$ cat config.mk
export PLATFORM = sky130hd
export DESIGN_NAME = mod_inv_normalize
export DESIGN_NICKNAME = d
export VERILOG_FILES = /design/src/rtl/rsa_pkg.sv /design/src/rtl/mod_adjust_unit.sv /design/src/rtl/mod_inv_normalize.sv
export SDC_FILE = /design/constraint.sdc
export NUM_CORES = 1
export LEC_CHECK = 0
export ABC_AREA = 1
export BUFFER_PORTS_ARGS = -buffer_cell sky130_fd_sc_hd__buf_4
export CAP_MARGIN = 10
export CORE_MARGIN = 3
export CORE_UTILIZATION = 47
export DETAILED_ROUTE_END_ITERATION = 7
export HOLD_SLACK_MARGIN = 0.12
export PLACE_DENSITY_LB_ADDON = 0.3
export SYNTH_ARGS = -nofsm -noshare
export SYNTH_HDL_FRONTEND = slang
export SYNTH_SLANG_ARGS = --single-unit
$ cat constraint.sdc
create_clock -name clk -period 9.8 [get_ports clk]
set_clock_uncertainty 0.05 [all_clocks]
set_input_delay 0.98 -clock clk [delete_from_list [all_inputs] [get_ports clk]]
set_output_delay 0.98 -clock clk [all_outputs]
set_load 0.03 [all_outputs]
$ cat src/rtl/rsa_pkg.sv
// Shared definitions for the RSA key-generation datapath: the modular-inverse
// normalizer state encoding and the default word width used by the gcd stage.
package rsa_pkg;

  localparam int unsigned WORD_WIDTH_DEFAULT = 32;

  typedef enum logic [2:0] {
    StIdle,
    StCheck,
    StAddM,
    StSubM,
    StDone
  } modinv_state_t;

endpackage

$ cat src/rtl/mod_adjust_unit.sv
// Combinational add/subtract of the modulus on the widened signed accumulator,
// returning the new value with its sign and "still >= m" flags.
module mod_adjust_unit
  import rsa_pkg::*;
#(
  parameter int unsigned WORD_WIDTH = WORD_WIDTH_DEFAULT
) (
  input  logic signed [WORD_WIDTH+1:0] acc_i,
  input  logic        [WORD_WIDTH-1:0] m_i,
  input  logic                         sub_i,
  output logic signed [WORD_WIDTH+1:0] acc_o,
  output logic                         neg_o,
  output logic                         ge_m_o
);

  // Two guard bits keep acc +/- m from ever wrapping.
  logic signed [WORD_WIDTH+1:0] m_ext;

  assign m_ext  = {2'b00, m_i};
  assign acc_o  = sub_i ? (acc_i - m_ext) : (acc_i + m_ext);
  assign neg_o  = acc_o[WORD_WIDTH+1];
  assign ge_m_o = (acc_o >= m_ext);

endmodule

$ cat src/rtl/mod_inv_normalize.sv
// Reduces a signed Bezout coefficient into [0, m) by repeated add/subtract of m.
// Define MODINV_ITER_LIMIT_EN to abort with iter_err after MAX_ITER adjustments.
module mod_inv_normalize
  import rsa_pkg::*;
#(
  parameter int unsigned WORD_WIDTH = WORD_WIDTH_DEFAULT,
  parameter int unsigned MAX_ITER   = 8
) (
  input  logic                  clk,
  input  logic                  reset,
  input  logic                  start,
  input  logic [WORD_WIDTH-1:0] gcd_in,
  input  logic [WORD_WIDTH-1:0] coeff_in,
  input  logic [WORD_WIDTH-1:0] modulus,
  output logic                  busy,
  output logic                  done,
  output logic [WORD_WIDTH-1:0] inv_out,
  output logic                  no_inverse,
  output logic                  iter_err
);

`ifdef MODINV_ITER_LIMIT_EN
  localparam bit LimitEn = 1'b1;
`else
  localparam bit LimitEn = 1'b0;
`endif

  modinv_state_t state_q, state_d;
  logic signed [WORD_WIDTH+1:0] acc_q, acc_d, adj_acc, m_ext;
  logic [WORD_WIDTH-1:0] m_q, m_d, gcd_q, gcd_d, inv_q, inv_d;
  logic [31:0] cnt_q, cnt_d;
  logic noinv_flag_q, noinv_flag_d, err_flag_q, err_flag_d;
  logic done_q, done_d, no_inv_q, no_inv_d, iter_err_q, iter_err_d;
  logic adj_neg, adj_ge, adj_exit;

  assign m_ext = {2'b00, m_q};

  mod_adjust_unit #(
    .WORD_WIDTH(WORD_WIDTH)
  ) u_adjust (
    .acc_i (acc_q),
    .m_i   (m_q),
    .sub_i (state_q == StSubM),
    .acc_o (adj_acc),
    .neg_o (adj_neg),
    .ge_m_o(adj_ge)
  );

  assign adj_exit = (state_q == StAddM) ? !adj_neg : !adj_ge;

  always_comb begin
    state_d      = state_q;
    acc_d        = acc_q;
    m_d          = m_q;
    gcd_d        = gcd_q;
    cnt_d        = cnt_q;
    noinv_flag_d = noinv_flag_q;
    err_flag_d   = err_flag_q;
    done_d       = 1'b0;
    inv_d        = inv_q;
    no_inv_d     = no_inv_q;
    iter_err_d   = iter_err_q;
    unique case (state_q)
      StIdle: begin
        if (start) begin
          acc_d        = {{2{coeff_in[WORD_WIDTH-1]}}, coeff_in};
          m_d          = modulus;
          gcd_d        = gcd_in;
          cnt_d        = '0;
          noinv_flag_d = 1'b0;
          err_flag_d   = 1'b0;
          state_d      = StCheck;
        end
      end
      StCheck: begin
        if (m_q == '0 || gcd_q != WORD_WIDTH'(1)) begin
          noinv_flag_d = 1'b1;
          acc_d        = '0;
          state_d      = StDone;
        end else if (acc_q[WORD_WIDTH+1]) begin
          state_d = StAddM;
        end else if (acc_q >= m_ext) begin
          state_d = StSubM;
        end else begin
          state_d = StDone;
        end
      end
      StAddM, StSubM: begin
        acc_d = adj_acc;
        cnt_d = cnt_q + 32'd1;
        if (adj_exit) begin
          state_d = StDone;
        end else if (LimitEn && cnt_d == MAX_ITER) begin
          err_flag_d = 1'b1;
          acc_d      = '0;
          state_d    = StDone;
        end
      end
      StDone: begin
        done_d     = 1'b1;
        inv_d      = acc_q[WORD_WIDTH-1:0];
        no_inv_d   = noinv_flag_q;
        iter_err_d = err_flag_q;
        state_d    = StIdle;
      end
      default: state_d = StIdle;
    endcase
  end

  always_ff @(posedge clk) begin
    if (reset) begin
      state_q      <= StIdle;
      acc_q        <= '0;
      m_q          <= '0;
      gcd_q        <= '0;
      cnt_q        <= '0;
      noinv_flag_q <= 1'b0;
      err_flag_q   <= 1'b0;
      done_q       <= 1'b0;
      inv_q        <= '0;
      no_inv_q     <= 1'b0;
      iter_err_q   <= 1'b0;
    end else begin
      state_q      <= state_d;
      acc_q        <= acc_d;
      m_q          <= m_d;
      gcd_q        <= gcd_d;
      cnt_q        <= cnt_d;
      noinv_flag_q <= noinv_flag_d;
      err_flag_q   <= err_flag_d;
      done_q       <= done_d;
      inv_q        <= inv_d;
      no_inv_q     <= no_inv_d;
      iter_err_q   <= iter_err_d;
    end
  end

  assign busy       = (state_q != StIdle);
  assign done       = done_q;
  assign inv_out    = inv_q;
  assign no_inverse = no_inv_q;
  assign iter_err   = iter_err_q;

endmodule
After elaboration in Yosys (flattened, before gate mapping)
Cells that the tools add are included.

Register bits after elaboration: 136. Input port bits: 99. Output and inout port bits: 36. Logic and storage cells: 48.

Add/subtract/negate cells: 2. Magnitude comparators: 2. Equality and inequality tests: 8. Multiplexer cells: 15. Reduce and logical (&&, ||, !) cells: 13.

Operators with widths (count): $mux W34 (3); $pmux W34 S3 (1); $ge A34 B33 Y1 (2); $add A34 B33 Y34 (1); $sub A34 B33 Y34 (1); $logic_not A32 Y1 (1); $ne A32 B1 Y1 const B (1); $mux W3 (5); $pmux W3 S3 (1); $eq A3 B2 Y1 const B (2); $ne A2 B2 Y1 const B (3); $reduce_and A3 Y1 (2); $reduce_bool A3 Y1 (2); $mux W1 (4); $reduce_and A2 Y1 (2); $eq A3 B1 Y1 const B (1); $eq A3 B3 Y1 const B (1); $logic_not A3 Y1 (1); $logic_not A1 Y1 (2); $pmux W1 S2 (1); $reduce_bool A2 Y1 (1); $reduce_or A2 Y1 (1); $logic_or A1 B1 Y1 (1).

Longest topological paths before layout
Word-level depth: 7. Depth in mapped cells: 33. Gate-level depth less buffers: 32.

Cells and area by module
Synthesis repeated with hierarchy kept, for this count alone.

Cell total of the unflattened synthesis: 1469. Area, all modules: 9821.9 um2.

Modules (own cells, without submodules): mod_inv_normalize (instances 1, cells an instance 822, area an instance 6069.6 um2, sequential area each 2722.6 um2); mod_adjust_unit (instances 1, cells an instance 647, area an instance 3752.3 um2, sequential area each 0.0 um2).

Worst setup path before layout
No wires, ideal clock.

Kind: register -> register. Start: reg m_q[0]. End: reg state_q[1]. Setup time: 0.064 ns. Arrival: 3.356 ns. Data required time: 9.686 ns. Setup slack: 6.329 ns. Cell stages (with the launch flop): 30. Path buffers: 0. Cell sequence: dfxtp_1 ha_1 inv_1 fa_1 o21ai_0 nand2_1 o21ai_1 nand2_1 nand2_1 nand2_1 a21oi_1 xor2_1 nand2_1 nand2_1 inv_1 ha_1 nand2_1 inv_1 nand3_1 inv_1 nand2_1 nor4_1 nand3_1 o21ai_0 inv_1 nand3_1 nand2_1 nand3_1 nand2_1 nor2_1.

Word-level cells in the longest chain between the ends: 7.

RTL lines: start, declared (RTL line mod_inv_normalize.sv:30) `logic [WORD_WIDTH-1:0] m_q, m_d, gcd_q, gcd_d, inv_q, inv_d;`; start signal, assigned (RTL line mod_inv_normalize.sv:126) `m_q <= m_d;`; $add A34 B33 Y34 / $sub A34 B33 Y34 (equally long branches) (RTL line mod_adjust_unit.sv:20) `assign acc_o = sub_i ? (acc_i - m_ext) : (acc_i + m_ext);`; $mux W34 (RTL line mod_adjust_unit.sv:20); $ge A34 B33 Y1 (RTL line mod_adjust_unit.sv:22) `assign ge_m_o = (acc_o >= m_ext);`; $logic_not A1 Y1 (RTL line mod_inv_normalize.sv:49) `assign adj_exit = (state_q == StAddM) ? !adj_neg : !adj_ge;`; $mux W1 (RTL line mod_inv_normalize.sv:49); $ne A2 B2 Y1 (no line); $reduce_and A2 Y1 (no line); end signal, assigned (RTL line mod_inv_normalize.sv:112) `state_q <= StIdle;`; end signal, assigned (RTL line mod_inv_normalize.sv:124) `state_q <= state_d;`; end, declared (RTL line mod_inv_normalize.sv:28) `modinv_state_t state_q, state_d;`.

Parallel ways exist; a longest one is shown, timed or not. A chain may end at the register's enable or synchronous reset.

Worst setup path after layout
Start: reg m_q[0]. End: reg state_q[2].

Same word-level chain as after synthesis.

==> flow_summary.ini <==
[cts]
cts_tree = built
htree_levels = 4
clk_pin_slew_ns = 0.07
cts_made_buffers = 17
clk_latency_ns = 0.44
clock_sinks = 136
cts-root-buf = clkbuf_16
clockBufferDepth = 2
post_cts_buffers = 0
cts_resized = 0
cts_hold_buf = 0

[worst_setup_path]
crit_path_start_kind = register
r2r_start = m_q[0]$_SDFFE_PP0P_
crit_path_end_kind = register
cpMaxStageDelayCell = dfxtp_1
critPathRequiredTime_ns = 10.06
cp_common_cell = nand2_1
path_max_fanout = 5
max_stage_delay_ns = 0.43
crit_start = m_q[0]$_SDFFE_PP0P_
cp.arrival_ns = 4.71
crit_type = reg2reg

[sta]
rsz0062_at_grt = false
min_period_over_period = 0.454
layout_min_cycle_time_ns = 4.45
slew_viol_final = 0
fin_ws_ns = 5.35
tightest_slew_ns = 0.924
slew-limit-headroom = 0.380
final_hold_viol_count = 0
finalSetupTns_ns = 0
finalSetupViolCount = 0
fmax_mhz = 225

[global_routing]
overflow = 0
grt_max_degree = 63
track_usage = 0.286
antenna_found_initial = 1
grt_pass1_vias = 10704
grt_pass1_wl_um = 55300

[layout]
final_cell_mix = nand2_1, a21oi_1, inv_1
drive_gt1_frac = 0.116
layout.nets = 1920
area_delta_synth_final_pct = 16.8
final_common_cell = nand2_1
diodes = 0

[synthesis]
syn_area_mm2 = 0.0103
synth_nets = 1828
synth_compound_area_frac = 0.215
synthSimpleGateAreaFrac = 0.279
seq_area_frac_synth = 0.264
synth_xor_area_frac = 0.0221
synthCells = 1632
muxShareOfSynthArea = 0.000969
yosysWarningCount = 0
synthAdderAreaFrac = 0.119
synthDistinctLibCells = 48
ys_seq_elements = 136
avgSynthCellArea_um2 = 6.33
synth_top_family_by_area = simple AND/OR/NAND/NOR gates

[floorplanning]
die_x_um = 154
core_area_mm2 = 0.0213
io_pins = 135
start_util = 0.485
dieArea_mm2 = 0.0238
die_y_um = 154
rows = 53

[power_and_ir_drop]
leakage_nw = 5.76
internal_power_mw = 2.21
power_mw = 5.05
power_frac_comb = 0.684
p_clk_frac = 0.138
powerDensity_mw_per_mm2 = 419
seq_power_share = 0.179
ir_drop_mv = 0.183
p_sw_frac = 0.562
switchingPower_mw = 2.84

[route]
drc = 0
vias = 11038
ant_nets = 0
routed_wl_um = 34700
dr.pass1.iters = 5
drt_iter0_drc = 846
avgViaCountPerCell = 5.49
detail_route.wl_per_cell_um = 17.2

[min_path]
min_path_type = reg2reg
hold_start = gcd_q[29]$_SDFFE_PP0P_

[placement]
hpwlAfterDp_um = 26800
pre_cts_slack_ns = 5.51
place_congestion = 0.992
port_buffers = 133

[status]
status = complete, no violations

[run]
maxCapViolCount = 0
## cells in the mapped netlist, drive strengths merged
cell type | instances | area [µm²]
fa | 2 | 40.0
a221oi | 1 | 8.76
and3 | 1 | 6.26
a22oi | 3 | 22.5
nand3 | 95 | 480
o31ai | 2 | 15.0
o21bai | 13 | 97.6
nand3b | 1 | 7.51
a211o | 1 | 8.76
conb | 1 | 3.75
xor2 | 25 | 219
clkbuf | 50 | 189
a211oi | 6 | 50.1
and2 | 3 | 18.8
o21ai | 161 | 806
nand2 | 347 | 1300
o21a | 2 | 15.0
nand4 | 12 | 75.1
a31oi | 4 | 25.0
a21oi | 207 | 1040
buf | 18 | 106
ha | 95 | 1190
dfxtp | 136 | 2720
or2 | 3 | 18.8
mux2i | 1 | 10.0
nor4 | 22 | 150
nor3 | 15 | 90.1
inv | 194 | 728
xnor2 | 1 | 8.76
clkinv | 4 | 15.0
a21o | 8 | 60.1
o2111ai | 1 | 8.76
nor2 | 189 | 727
a21boi | 1 | 7.51
o211ai | 7 | 57.6
## cell type report
cell class / instances / area, µm²
inverter: 198 / 743
multi-input combinational: 1230 / 6570
tap: 275 / 344
sequential: 136 / 2720
clock inverter: 15 / 198
clock buffer: 17 / 425
fill: 2170 / 9220
timing repair buffer: 141 / 1060
## sequential cells by signal, summed over array words and instances (netlist names)
name          flops
acc_q            34
gcd_q            32
inv_out          32
m_q              32
state_q           3
done              1
no_inverse        1
noinv_flag_q      1
## per-stage QoR
step	util	hold WS (ns)	instances	cell area, µm²
CTS	0.567	0.413	2012	12100
global placement	0.537	0.399	1980	11400
floorplan	-	0.381	1632	10300
finish	0.567	0.410	2012	12100
detailed placement	0.537	0.404	1980	11400
global route	0.567	0.426	2012	12100
## power groups by stage
stage	Sequential, mW	Clock, mW	Combinational, mW
6_report	0.903	0.696	3.45
5_1_grt	0.931	0.727	3.87
4_1_cts	0.903	0.704	3.41
3_5_place_dp	0.914	0	3.39
3_3_place_gp	0.908	0	3.37
2_1_floorplan	0.946	0	2.37
## metal layers
| layer | vias to the layer above | global-route usage | wire (µm) |
|---|---|---|---|
| met2 | 349 | 0.461 | 15600 |
| met4 | 2 | 0.0782 | 769 |
| met5 | - | 0 | 8 |
| met3 | 58 | 0.0543 | 2100 |
| met1 | 5067 | 0.394 | 16200 |
| li1 | 5562 | - | - |
## cell families after synthesis
| logic type | count (synthesis) |
|---|---|
| muxes | 1 |
| AOI/OAI and AO/OA | 417 |
| DFF | 136 |
| and+or+nand+nor | 688 |
| adders and majority gates | 97 |
| other | 1 |
| buffers and inverters | 266 |
| xor gates and xnor gates | 26 |
## worst paths after layout
check	end	slack [ns]	cells past startpoint
hold / removal	gcd_q[29]$_SDFFE_PP0P_	0.41	2
setup reg to reg	state_q[2]$_SDFFE_PP0P_	5.35	28
hold reg to reg	gcd_q[29]$_SDFFE_PP0P_	0.41	2
setup / recovery	state_q[2]$_SDFFE_PP0P_	5.35	28
## critical path, delay by kind of cell, from the launching register on
kind                       cells  cell delay (ns)
and+or+nand+nor               15             1.50
buffers and inverters          5             0.39
DFF                            1             0.43
xor gates and xnor gates       1             0.16
adders and majority gates      3             0.90
AOI/OAI and AO/OA              4             0.88
Power figures use the tool's default switching activity.
